[config.mk]
export PLATFORM = sky130hd
export DESIGN_NAME = asym_ram_write_packer
export DESIGN_NICKNAME = d
export VERILOG_FILES = /design/src/rtl/asym_ram_write_packer.sv
export SDC_FILE = /design/constraint.sdc
export NUM_CORES = 1
export LEC_CHECK = 0
export ABC_AREA = 1
export CORE_MARGIN = 5
export CORE_UTILIZATION = 47
export CTS_CLUSTER_SIZE = 14
export DETAILED_ROUTE_END_ITERATION = 6
export PLACE_DENSITY = 0.76
export SKIP_CTS_REPAIR_TIMING = 1
export SLEW_MARGIN = 10
export SYNTH_ARGS = -nofsm -noshare
export SYNTH_HDL_FRONTEND = slang
export SYNTH_SLANG_ARGS = --single-unit
[constraint.sdc]
create_clock -name clk -period 1.35 [get_ports clk]
set_clock_uncertainty 0.2 [all_clocks]
set_input_delay 0.2025 -clock clk [delete_from_list [all_inputs] [get_ports clk]]
set_output_delay 0.2025 -clock clk [all_outputs]
set_load 0.05 [all_outputs]
[src/rtl/asym_ram_write_packer.sv]
// Byte-stream to wide-word packer feeding port A of the asymmetric RAM.
// Packs RATIO bytes per word and writes them at sequential addresses from 0.
//
// Ports:
//   clk, rst_n              clock, async active-low reset
//   start                   restart a fill from address 0 (beats a same-cycle byte)
//   s_valid/s_data/s_last   byte stream in; s_last flushes a padded partial word
//   s_ready                 high only while filling
//   a_rw/a_w_addr/a_indata  one-cycle port-A write strobe, address and word
//   word_count/full/done    words written since start, DEPTH reached, s_last word written
module asym_ram_write_packer #(
    parameter int                   DATA_IN_W  = 8,
    parameter int                   WIDTH_A    = 16,
    parameter int                   DEPTH      = 256,
    parameter int                   ADDR_W     = 8,
    parameter int                   BIG_ENDIAN = 0,
    parameter logic [DATA_IN_W-1:0] PAD_BYTE   = '0
) (
    input  logic                 clk,
    input  logic                 rst_n,
    input  logic                 start,
    input  logic                 s_valid,
    input  logic [DATA_IN_W-1:0] s_data,
    input  logic                 s_last,
    output logic                 s_ready,
    output logic                 a_rw,
    output logic [ADDR_W-1:0]    a_w_addr,
    output logic [WIDTH_A-1:0]   a_indata,
    output logic [ADDR_W:0]      word_count,
    output logic                 full,
    output logic                 done
);

    localparam int RATIO  = WIDTH_A / DATA_IN_W;
    localparam int LANE_W = (RATIO > 1) ? $clog2(RATIO) : 1;

    localparam logic [WIDTH_A-1:0] PAD_WORD  = {RATIO{PAD_BYTE}};
    localparam logic [LANE_W-1:0]  LAST_LANE = LANE_W'(RATIO - 1);
    localparam logic [ADDR_W-1:0]  LAST_ADDR = ADDR_W'(DEPTH - 1);

    typedef enum logic [1:0] {
        S_IDLE,
        S_FILL,
        S_FULL
    } state_t;

    state_t              state_q, state_d;
    logic [LANE_W-1:0]   lane_q, lane_d;
    logic [ADDR_W-1:0]   wr_ptr_q, wr_ptr_d;
    logic [ADDR_W:0]     count_q, count_d;
    logic                full_q, full_d;
    logic                done_q, done_d;
    logic                rw_q, rw_d;
    logic [ADDR_W-1:0]   addr_q, addr_d;
    logic [WIDTH_A-1:0]  data_q, data_d;
    logic [WIDTH_A-1:0]  buf_q, buf_d;

    logic                accept;
    logic                word_end;
    logic [LANE_W-1:0]   phys_lane;
    logic [WIDTH_A-1:0]  packed_w;
    int                  ofs;

    assign s_ready = (state_q == S_FILL);
    assign accept  = s_valid && s_ready;

    // Buffer lanes not yet written hold PAD_BYTE, so a flushed partial
    // word needs no separate padding step.
    always_comb begin
        phys_lane = (BIG_ENDIAN != 0) ? (LAST_LANE - lane_q) : lane_q;
        ofs       = int'(phys_lane) * DATA_IN_W;
        packed_w  = buf_q;
        packed_w[ofs +: DATA_IN_W] = s_data;
        word_end  = (lane_q == LAST_LANE) || s_last;
    end

    always_comb begin
        state_d  = state_q;
        lane_d   = lane_q;
        wr_ptr_d = wr_ptr_q;
        count_d  = count_q;
        full_d   = full_q;
        done_d   = 1'b0;
        rw_d     = 1'b0;
        addr_d   = addr_q;
        data_d   = data_q;
        buf_d    = buf_q;

        if (start) begin
            state_d  = S_FILL;
            lane_d   = '0;
            wr_ptr_d = '0;
            count_d  = '0;
            full_d   = 1'b0;
            buf_d    = PAD_WORD;
        end else if (accept) begin
            if (word_end) begin
                rw_d     = 1'b1;
                addr_d   = wr_ptr_q;
                data_d   = packed_w;
                count_d  = count_q + 1'b1;
                done_d   = s_last;
                lane_d   = '0;
                buf_d    = PAD_WORD;
                if (wr_ptr_q == LAST_ADDR) begin
                    wr_ptr_d = '0;
                    full_d   = 1'b1;
                    state_d  = S_FULL;
                end else begin
                    wr_ptr_d = wr_ptr_q + 1'b1;
                    if (s_last) begin
                        state_d = S_IDLE;
                    end
                end
            end else begin
                buf_d  = packed_w;
                lane_d = lane_q + 1'b1;
            end
        end
    end

    always_ff @(posedge clk or negedge rst_n) begin
        if (!rst_n) begin
            state_q  <= S_IDLE;
            lane_q   <= '0;
            wr_ptr_q <= '0;
            count_q  <= '0;
            full_q   <= 1'b0;
            done_q   <= 1'b0;
            rw_q     <= 1'b0;
            addr_q   <= '0;
            data_q   <= '0;
            buf_q    <= PAD_WORD;
        end else begin
            state_q  <= state_d;
            lane_q   <= lane_d;
            wr_ptr_q <= wr_ptr_d;
            count_q  <= count_d;
            full_q   <= full_d;
            done_q   <= done_d;
            rw_q     <= rw_d;
            addr_q   <= addr_d;
            data_q   <= data_d;
            buf_q    <= buf_d;
        end
    end

    assign a_rw       = rw_q;
    assign a_w_addr   = addr_q;
    assign a_indata   = data_q;
    assign word_count = count_q;
    assign full       = full_q;
    assign done       = done_q;

endmodule

[Yosys cells after proc, flatten, opt, wreduce, memory -nomap -nowiden]
Cells that the tools add are included.
Word-level totals
  RAM bits: 0
  register bits after elaboration: 63
  logic and storage cells: 58
  bits in latches: 0
  output and inout bits: 37
  ROM bits: 0
  memories: 0
Cells by class
  $add $sub $neg: 4
  mux-type cells: 29
  shifts and indexed selects: 2
  div/mod/pow operators: 0
  magnitude comparators: 0
  multiply operators: 0
  equality and inequality tests: 2
  bitwise logic cells: 1
  reduce and logical (&&, ||, !) cells: 10
Operators with widths (number)
  16-bit 2-to-1 mux: 3
  4-bit negation with 33-bit output: 1
  8-bit by 33-bit variable shift with 16-bit output (first input constant): 1
  8-bit by 33-bit indexed part select with 16-bit output: 1
  8-bit 2-to-1 mux: 4
  9-bit 2-to-1 mux: 3
  16-bit bitwise mux: 1
  1-bit 2-to-1 mux: 13
  2-bit 2-to-1 mux: 5
  9-bit by 1-bit adder with 9-bit output (second input constant): 1
  3-bit AND reduction: 3
  8-bit by 1-bit adder with 8-bit output (second input constant): 1
  8-bit equality test (second input constant): 1
  2-bit nonzero test: 3
  3-bit nonzero test: 1
  2-bit by 1-bit equality test with 1-bit output (second input constant): 1
  2-bit AND reduction: 1
  1-bit adder (second input constant): 1
  1-bit logical AND: 1
  1-bit logical OR: 1
  1-bit inverter: 1

[Depth between registers and ports, before layout]
Gate-level depths: netlist (run 1).
  word-level depth: 6
  gate-level depth with buffers: 8
  mapped depth without buffers: 8

[Worst setup path after synthesis (run 1)]
Ideal clock, no wire load.
  path type: flip-flop to flip-flop
  from: register count_q[1] (netlist: word_count[1])
  to: register count_q[8] (netlist: word_count[8])
  data arrival time: 1436 ps
  clock period less this slack: 1763 ps
  path slack: -413 ps
  setup time: 128 ps
  required time: 1022 ps
  stages on the path, launching flop included: 7
  cell sequence: dfrtp_1 > ha_1 > nand3_1 > nor2_1 > nand3_1 > nand2_1 > o21ai_0
Between the ends
  cells in the longest elaborated chain, start to end: 4
Ends and longest elaborated chain
  start, declared: line 50  | logic [ADDR_W:0] count_q, count_d;
  start signal, assigned: line 138  | count_q <= count_d;
  9-bit by 1-bit adder with 9-bit output: line 101  | count_d = count_q + 1'b1;
  9-bit 2-to-1 mux: line 97  | if (word_end) begin
  9-bit 2-to-1 mux: line 96  | end else if (accept) begin
  9-bit 2-to-1 mux: line 89  | if (start) begin
No other way between the ends. The select of a mux whose other input is x is not followed.
A chain may end at the register's enable or synchronous reset.

[Final worst setup path (run 1)]
  from: register state_q[1]
  to: register data_q[12] (netlist: a_indata[12])
Between the ends
  cells in the longest elaborated chain, start to end: 3
Ends and longest elaborated chain
  start, declared: line 47  | state_t state_q, state_d;
  start signal, assigned: line 135  | state_q <= state_d;
  2-bit by 1-bit equality test with 1-bit output: line 64  | assign s_ready = (state_q == S_FILL);
  1-bit logical AND: line 65  | assign accept = s_valid && s_ready;
  3-bit AND reduction (no line)
  end signal, assigned: line 143  | data_q <= data_d;
  end, declared: line 55  | logic [WIDTH_A-1:0] data_q, data_d;
No other way between the ends.

==> impl_results.rst, run 1 <==
.. list-table::
   :header-rows: 1

   * - Metric
     - Value
   * - Result of the run
     - complete, but fails checks
   * - Violations in the final reports
     - setup timing
   * - Bufs on Longest Clock Path
     - 2
   * - Highest achievable clock rate
     - 618 MHz
   * - Final Routed Wirelength
     - 9920 um
   * - DRC viols
     - 0
   * - EDFF count, synth
     - 0
   * - Cell Area, Placed
     - 4160 sq um
   * - Required time of the critical path
     - 1.40 ns
   * - Count of clock tree sinks
     - 63
   * - Worst hold slack
     - about 0.19 ns
   * - Total overflow reported by the global router
     - 0
   * - Sequential fraction of the synthesis area
     - 0.539
   * - Final core area utilization
     - 0.819
   * - CTS root buffer
     - sky130_fd_sc_hd__clkbuf_8
   * - Crit path largest cell delay
     - roughly 0.4 ns
   * - Seq cells post-synth
     - 63
   * - Worst max-slew margin expressed relative to the limit
     - 0.776
   * - Main area contributors after synthesis
     - sky130_fd_sc_hd__dfrtp_1, sky130_fd_sc_hd__nand2_1, sky130_fd_sc_hd__inv_1, sky130_fd_sc_hd__o21ai_0, sky130_fd_sc_hd__o21ai_1
   * - Total power
     - 5.88 mW
   * - Net switching power figure
     - about 2 mW
   * - Post-synthesis cell type with the largest combined area
     - sky130_fd_sc_hd__dfrtp_1
   * - Cell Count Post-Placement
     - ~490
   * - Final clock period utilization by the worst path
     - 1.20
   * - PwrDens
     - 1200 nW/um^2
   * - Internal power
     - 3.88 mW
   * - Worst Max-Slew Pin Slew
     - 0.334 ns
   * - Wirelength per Cell
     - 18.5 um
   * - Smallest setup slack after layout
     - -0.269 ns
   * - Post-layout minimum cycle time
     - 1.62 ns
   * - Endpoint kind of the worst setup timing path
     - flip-flop
   * - Post-route cell area
     - 4910 sq um
   * - Final weighted congestion in routability-driven placement
     - 0.824
   * - Vias/cell
     - between 5 and 6
   * - DP Worst Slack
     - -0.547 ns
   * - Peak VDD IR
     - ~1100 uV
   * - Number of diodes
     - 0
   * - Total number of nets in the final design
     - 470
   * - Crit Path Max Fanout
     - 6
   * - Estimated wirelength of the detail-placed design
     - just over 5000 um
   * - Maximum level of the CTS H-tree
     - 3
   * - Routed via count
     - 3050
   * - Most common flop cell mapped by yosys
     - sky130_fd_sc_hd__dfrtp_1
   * - Share of synthesized flip-flops with an asynchronous set or reset
     - 1.00
   * - Fraction of final layout cells sized beyond drive strength 1
     - 0.441
   * - Post-route setup TNS
     - -11.69 ns
   * - Aggregate global-route resource usage
     - 0.212
   * - X dimension of the die
     - roughly 89 um
   * - Distinct cells, synth
     - 31
   * - Yosys top cell area share
     - 0.539
   * - Startpoint kind of the worst setup timing path
     - flip-flop
   * - Count of final setup violators
     - 79
   * - Unrepaired setup endpoints after global routing
     - yes
   * - Std-Cell Core Area
     - 5990 sq um
   * - Number of global-route vias before repair
     - 2719
   * - Critical path class
     - reg2reg
   * - Net switching share of the total power
     - 0.341
   * - Cell with the biggest individual delay on the critical path
     - sky130_fd_sc_hd__dfrtp_1
   * - Number of detailed-route iterations in the first pass
     - 6
   * - WP data arrival
     - 1.67 ns
   * - DR iter-0 viols
     - 334
   * - Leakage power summed over all cells
     - 2.24 nW
   * - Vertical die dimension
     - 88.9 um
   * - Max-capacitance violation count
     - 0
   * - Count of placed standard cells in the final layout, fillers left out
     - 535
   * - Clock transition at the registers of the reported paths
     - about 0.070 ns
   * - Summed instance area of the synthesized netlist
     - around 2900 sq um
   * - Net count after synthesis
     - 359
   * - Sequential power share
     - 0.381
   * - Share of total power in combinational logic
     - 0.341
   * - Total die area
     - roughly 8000 sq um
   * - Critical path cell sequence
     - inv_2 > nand3_4 > nor2_4 > nand2_4 > clkbuf_16 > nand2_2 > o21ai_1
   * - Total of warnings raised by yosys
     - 0
   * - Starting density of the core
     - 0.488
   * - Number of slew-limit violations in the final report
     - 0
   * - First-pass GRT wire length
     - roughly 13000 um
   * - Clock tree from TritonCTS
     - yes
   * - Post-Synthesis Mean Instance Area
     - about 8.5 sq um
   * - # port buffers
     - 49
   * - Number of primary I/O pins
     - 50
   * - Number of hold violations in the final report
     - 0
   * - Filler cell count
     - approximately 300
   * - Number of placement rows
     - 28
   * - Class of the tightest hold or removal check
     - in2async
   * - Number of CTS-inserted buffers
     - 9
   * - P&R area growth vs syn
     - 67.9%
   * - Largest net degree at the start of global routing
     - between 60 and 70
   * - Initial antenna violation count
     - 0
   * - Clock latency at the later pin of the worst-skew pair
     - 0.36 ns
   * - Post-route antenna net violation count
     - 0
   * - Clock share of power
     - 0.278
   * - Number of cells produced by synthesis
     - about 340
==> state kept, by name, indices dropped and copies added, names as in the netlist <==
register    flops
done            1
wr_ptr_q        8
a_w_addr        8
word_count      9
buf_q          16
a_indata       16
a_rw            1
full            1
state_q         2
lane_q          1
==> power groups by stage <==
| stage | Clock [mW] | Sequential [mW] | Combinational (mW) |
|---|---|---|---|
| after floorplan | 0 | 2.63 | 0.388 |
| after global placement | 0 | 2.24 | 1.63 |
| after detailed placement | 0 | 2.25 | 1.66 |
| after CTS | 1.61 | 2.22 | 1.68 |
| after global routing | 1.75 | 2.26 | 2.09 |
| final | 1.63 | 2.24 | 2.00 |
==> cell type report <==
type                    instances  area [sq um]  area share
clock buffers                  14           183      0.0372
clock inverters                 2          12.5     0.00255
inverters                      47           185      0.0377
multi-input cells             221          1340       0.274
flip-flops and latches         63          1600       0.326
well taps                      75          93.8      0.0191
repair buffers                112          1480       0.302
repair inverters                1          7.51     0.00153
==> final timing paths <==
| check | startpoint | end | slack [ns] | cells after the start |
|---|---|---|---|---|
| setup / recovery | state_q[1] | a_indata[12] | -0.27 | 7 |
| hold / removal | rst_n | wr_ptr_q[3] | 0.19 | 3 |
| setup reg to reg | state_q[1] | a_indata[12] | -0.27 | 7 |
| hold reg to reg | buf_q[1] | buf_q[1] | 0.32 | 2 |
| max in group asynchronous | rst_n | word_count[1] | 0.48 | 3 |
| min in group clk | buf_q[1] | buf_q[1] | 0.32 | 2 |
==> placed cells by master (no fill, tap or decap), types with 13 or more instances in the layout <==
cell type and n:
sky130_fd_sc_hd__buf_12 41, sky130_fd_sc_hd__buf_4 44, sky130_fd_sc_hd__clkbuf_8 13, sky130_fd_sc_hd__dfrtp_1 45, sky130_fd_sc_hd__dfrtp_2 18, sky130_fd_sc_hd__inv_1 40
sky130_fd_sc_hd__nand2_1 78, sky130_fd_sc_hd__nand2_4 13, sky130_fd_sc_hd__nand3_1 14, sky130_fd_sc_hd__nor2_1 15, sky130_fd_sc_hd__o21ai_0 14, sky130_fd_sc_hd__o21ai_1 18
sky130_fd_sc_hd__o21ai_2 19
==> Yosys cell counts (2+ instances only) <==
cell type                 count
sky130_fd_sc_hd__nand3_1     16
sky130_fd_sc_hd__o21ai_1     18
sky130_fd_sc_hd__buf_6        5
sky130_fd_sc_hd__ha_1         2
sky130_fd_sc_hd__dfrtp_1     63
sky130_fd_sc_hd__nor2_1      21
sky130_fd_sc_hd__inv_1       44
sky130_fd_sc_hd__o22ai_1      8
sky130_fd_sc_hd__nor3_1       3
sky130_fd_sc_hd__inv_2        2
sky130_fd_sc_hd__nand4_1      4
sky130_fd_sc_hd__a21oi_1      5
sky130_fd_sc_hd__o21ai_0     29
sky130_fd_sc_hd__nand2_1     97
sky130_fd_sc_hd__buf_2        6
sky130_fd_sc_hd__o21ai_2      4
sky130_fd_sc_hd__nand3_2      2
sky130_fd_sc_hd__buf_4        2
==> critical path, delay by kind of cell (launching register included) <==
family | cells | cell delay (ns)
AO/OA/AOI/OAI | 1 | 0.06
flip-flops | 1 | 0.40
AND/OR/NAND/NOR | 4 | 0.56
buffers and inverters | 2 | 0.29
==> layer usage <==
metal / up-vias / wire, um / GRT usage
li1: 1326 / - / -
met1: 1477 / 3560 / 0.269
met2: 187 / 5080 / 0.345
met3: 60 / 780 / 0.0549
met4: 0 / 499 / 0.0879
met5: - / 0 / 0
==> kinds of logic (layout without fill, tap and decap cells) <==
| group | after synthesis | in the layout | synth area share |
|---|---|---|---|
| flip-flops | 63 | 63 | 0.539 |
| adder cells (fa/ha/maj) | 2 | 2 | 0.00856 |
| buffers and inverters | 61 | 176 | 0.0967 |
| AO/OA/AOI/OAI | 69 | 69 | 0.134 |
| XOR/XNOR | 1 | 1 | 0.00300 |
| AND/OR/NAND/NOR | 148 | 149 | 0.218 |
Power figures use the tool's default switching activity.
==> run 2: changes to the inputs <==
--- a/config.mk
+++ b/config.mk
@@ -6,7 +6,7 @@
 export NUM_CORES = 1
 export LEC_CHECK = 0
 export ABC_AREA = 1
-export CORE_MARGIN = 5
+export CAP_MARGIN = 40
 export CORE_UTILIZATION = 47
 export CTS_CLUSTER_SIZE = 14
 export DETAILED_ROUTE_END_ITERATION = 6
==> impl_results.rst, run 2 (same netlist as run 1, synthesis figures left out) <==
.. list-table::
   :header-rows: 1

   * - Metric
     - Value
   * - Worst Max-Slew Pin Slew
     - 0.305 ns (-0.0292 ns)
   * - Required time of the critical path
     - 1.36 ns (-0.04 ns)
   * - CTS root buffer
     - sky130_fd_sc_hd__clkbuf_8
   * - Critical path class
     - reg2reg
   * - Highest achievable clock rate
     - 595 MHz (-3.6%)
   * - Smallest setup slack after layout
     - -0.330 ns (-0.0606 ns)
   * - Total met3 wirelength after detailed routing
     - 725 um (-7.1%)
   * - Post-route cell area
     - 4870 sq um (-0.79%)
   * - Clock tree from TritonCTS
     - yes
   * - Post-layout minimum cycle time
     - 1.68 ns (+0.0606 ns)
   * - Result of the run
     - complete, but fails checks
   * - Vias/cell
     - 5.66 (-0.74%)
   * - Length in cells of the worst reg-to-reg path
     - 6 (-1)
   * - Worst reg2reg setup slack
     - -0.33 ns (-0.06 ns)
   * - Wirelength per Cell
     - 18.4 um (-0.59%)
   * - Crit Path Max Fanout
     - 7 (+1)
   * - Peak VDD IR
     - 1260 uV (+18%)
   * - Total die area
     - 6540 sq um (-17%)
   * - Number of hold violations in the final report
     - 0 (unchanged)
   * - Count of clock tree sinks
     - 63 (unchanged)
   * - Unrepaired setup endpoints after global routing
     - yes
   * - Std-Cell Core Area
     - 5960 sq um (-0.58%)
   * - Violations in the final reports
     - setup timing
   * - Worst max-slew margin expressed relative to the limit
     - 0.795 (+0.0182)
   * - Endpoint kind of the worst setup timing path
     - flip-flop
   * - First-pass GRT wire length
     - 12000 um (-6.2%)
   * - Total overflow reported by the global router
     - 0 (unchanged)
   * - Clock latency at the later pin of the worst-skew pair
     - 0.36 ns (about the same)
   * - X dimension of the die
     - 80.9 um (-9.0%)
   * - Clock transition at the registers of the reported paths
     - 0.08 ns (about the same)
   * - Startpoint of the worst-slack reg-to-reg timing path
     - state_q[0]
   * - Total number of nets in the final design
     - 465 (-1.1%)
   * - Starting density of the core
     - 0.491 (+0.00287)
   * - Count of final setup violators
     - 73 (-7.6%)
   * - Number of CTS-inserted buffers
     - 9 (unchanged)
   * - Largest net degree at the start of global routing
     - 37 (-42%)
   * - Top library cells by usage in the layout, fill and taps aside
     - sky130_fd_sc_hd__nand2_1, sky130_fd_sc_hd__dfrtp_1, sky130_fd_sc_hd__buf_12
   * - Final weighted congestion in routability-driven placement
     - 0.844 (+2.4%)
   * - Class of the tightest hold or removal check
     - in2async
   * - Number of detailed-route iterations in the first pass
     - 6 (unchanged)
   * - Leakage power summed over all cells
     - 2.22 nW (-0.87%)
   * - Final core area utilization
     - 0.817 (-0.00169)
   * - PwrDens
     - 1260 nW/um^2 (+5.6%)
   * - Final Routed Wirelength
     - 9770 um (-1.5%)
   * - P&R area growth vs syn
     - 66.6%
   * - Bufs on Longest Clock Path
     - 2 (unchanged)
   * - Routed via count
     - 2999 (-1.7%)
   * - Number of placement rows
     - 28 (unchanged)
   * - Worst hold slack
     - 0.0516 ns (-0.138 ns)
   * - Number of primary I/O pins
     - 50 (unchanged)
   * - Total power
     - 6.16 mW (+4.7%)
   * - DRT met1 WL
     - 3610 um (+1.2%)
   * - Highest metal layer with signal wires
     - met4
   * - Number of global-route vias before repair
     - 2705 (-0.51%)
   * - Cell Count Post-Placement
     - 492 (unchanged)
   * - Post-route antenna net violation count
     - 0 (unchanged)
   * - Reg-to-reg critical path endpoint
     - wr_ptr_q[2]
   * - Maximum level of the CTS H-tree
     - 3 (unchanged)
   * - Cell Area, Placed
     - 4180 sq um (+0.60%)
   * - Fraction of final layout cells sized beyond drive strength 1
     - 0.389 (-0.0523)
   * - Vertical die dimension
     - 80.9 um (-9.0%)
   * - Aggregate global-route resource usage
     - 0.248 (+0.0363)
   * - Total met2 wirelength after detailed routing
     - 5060 um (-0.51%)
   * - DRC viols
     - 0 (unchanged)
   * - Count of placed standard cells in the final layout, fillers left out
     - 530 (-0.93%)
   * - Most common library cell in the layout ignoring fill and taps
     - sky130_fd_sc_hd__nand2_1
   * - Estimated wirelength of the detail-placed design
     - 5050 um (-1.5%)
   * - Final clock period utilization by the worst path
     - 1.24 (+0.0449)
   * - Number of slew-limit violations in the final report
     - 0 (unchanged)
   * - WP data arrival
     - 1.69 ns (+0.02 ns)
   * - Number of diodes
     - 0 (unchanged)
   * - Max-capacitance violation count
     - 0 (unchanged)
   * - DR iter-0 viols
     - 256 (-23%)
   * - Startpoint kind of the worst setup timing path
     - flip-flop
   * - Initial antenna violation count
     - 0 (unchanged)
   * - # port buffers
     - 49 (unchanged)
==> run 2: final cells by class <==
class / instances / area [sq um]
clock inverter: 6 / 108
sequential: 63 / 1590
timing repair inverter: 1 / 7.51
clock buffer: 10 / 138
tap: 75 / 93.8
multi-input combinational: 220 / 1290
fill: 284 / 1090
inverter: 47 / 185
timing repair buffer: 108 / 1460
==> run 2: per-stage QoR <==
stage | setup WS (ns) | setup TNS, ns
after global placement | -0.439 | -22.75
after CTS | -0.320 | -9.59
after floorplan | -0.129 | -2.87
final | -0.330 | -10.38
after detailed placement | -0.478 | -23.55
after global routing | -0.365 | -13.70
==> run 2: worst max path at each step <==
stage | start | end | slack (ns) | depth (start not counted)
2_1_floorplan | word_count[2] | word_count[5] | -0.13 | 7
3_3_place_gp | s_valid | state_q[0] | -0.44 | 7
3_5_place_dp | s_valid | wr_ptr_q[4] | -0.48 | 6
4_1_cts | lane_q | buf_q[2] | -0.32 | 6
5_1_grt | state_q[0] | wr_ptr_q[2] | -0.36 | 6
6_report | state_q[0] | wr_ptr_q[2] | -0.33 | 6
==> run 2: critical path, stage by stage (launching register included) <==
cell,delay (ns)
sky130_fd_sc_hd__dfrtp_1,0.38
sky130_fd_sc_hd__buf_4,0.14
sky130_fd_sc_hd__nand3_4,0.11
sky130_fd_sc_hd__buf_6,0.15
sky130_fd_sc_hd__o21ai_4,0.25
sky130_fd_sc_hd__buf_4,0.18
sky130_fd_sc_hd__o21ai_0,0.13
==> run 2: layer usage <==
metal,track usage,vias up
met2,0.435,179
met5,0,-
met3,0.0854,42
met1,0.275,1465
met4,0.0982,0
li1,-,1313
==> run 2: where the power goes <==
| part | switching [mW] | total [mW] | internal [mW] | leakage [nW] |
|---|---|---|---|---|
| logic | 1.00 | 1.87 | 0.869 | 1.26 |
| clock network | 0.787 | 2.06 | 1.27 | 0.122 |
| registers | 0.183 | 2.23 | 2.05 | 0.838 |
| total | 1.97 | 6.16 | 4.19 | 2.22 |
==> run 3: changes to the inputs <==
--- a/config.mk
+++ b/config.mk
@@ -10,6 +10,7 @@
 export CORE_UTILIZATION = 47
 export CTS_CLUSTER_SIZE = 14
 export DETAILED_ROUTE_END_ITERATION = 6
+export HOLD_SLACK_MARGIN = 0.06
 export PLACE_DENSITY = 0.76
 export SKIP_CTS_REPAIR_TIMING = 1
 export SLEW_MARGIN = 10
==> results of run 3 <==
Final layout, timing and power as in run 2 (identical DEF).
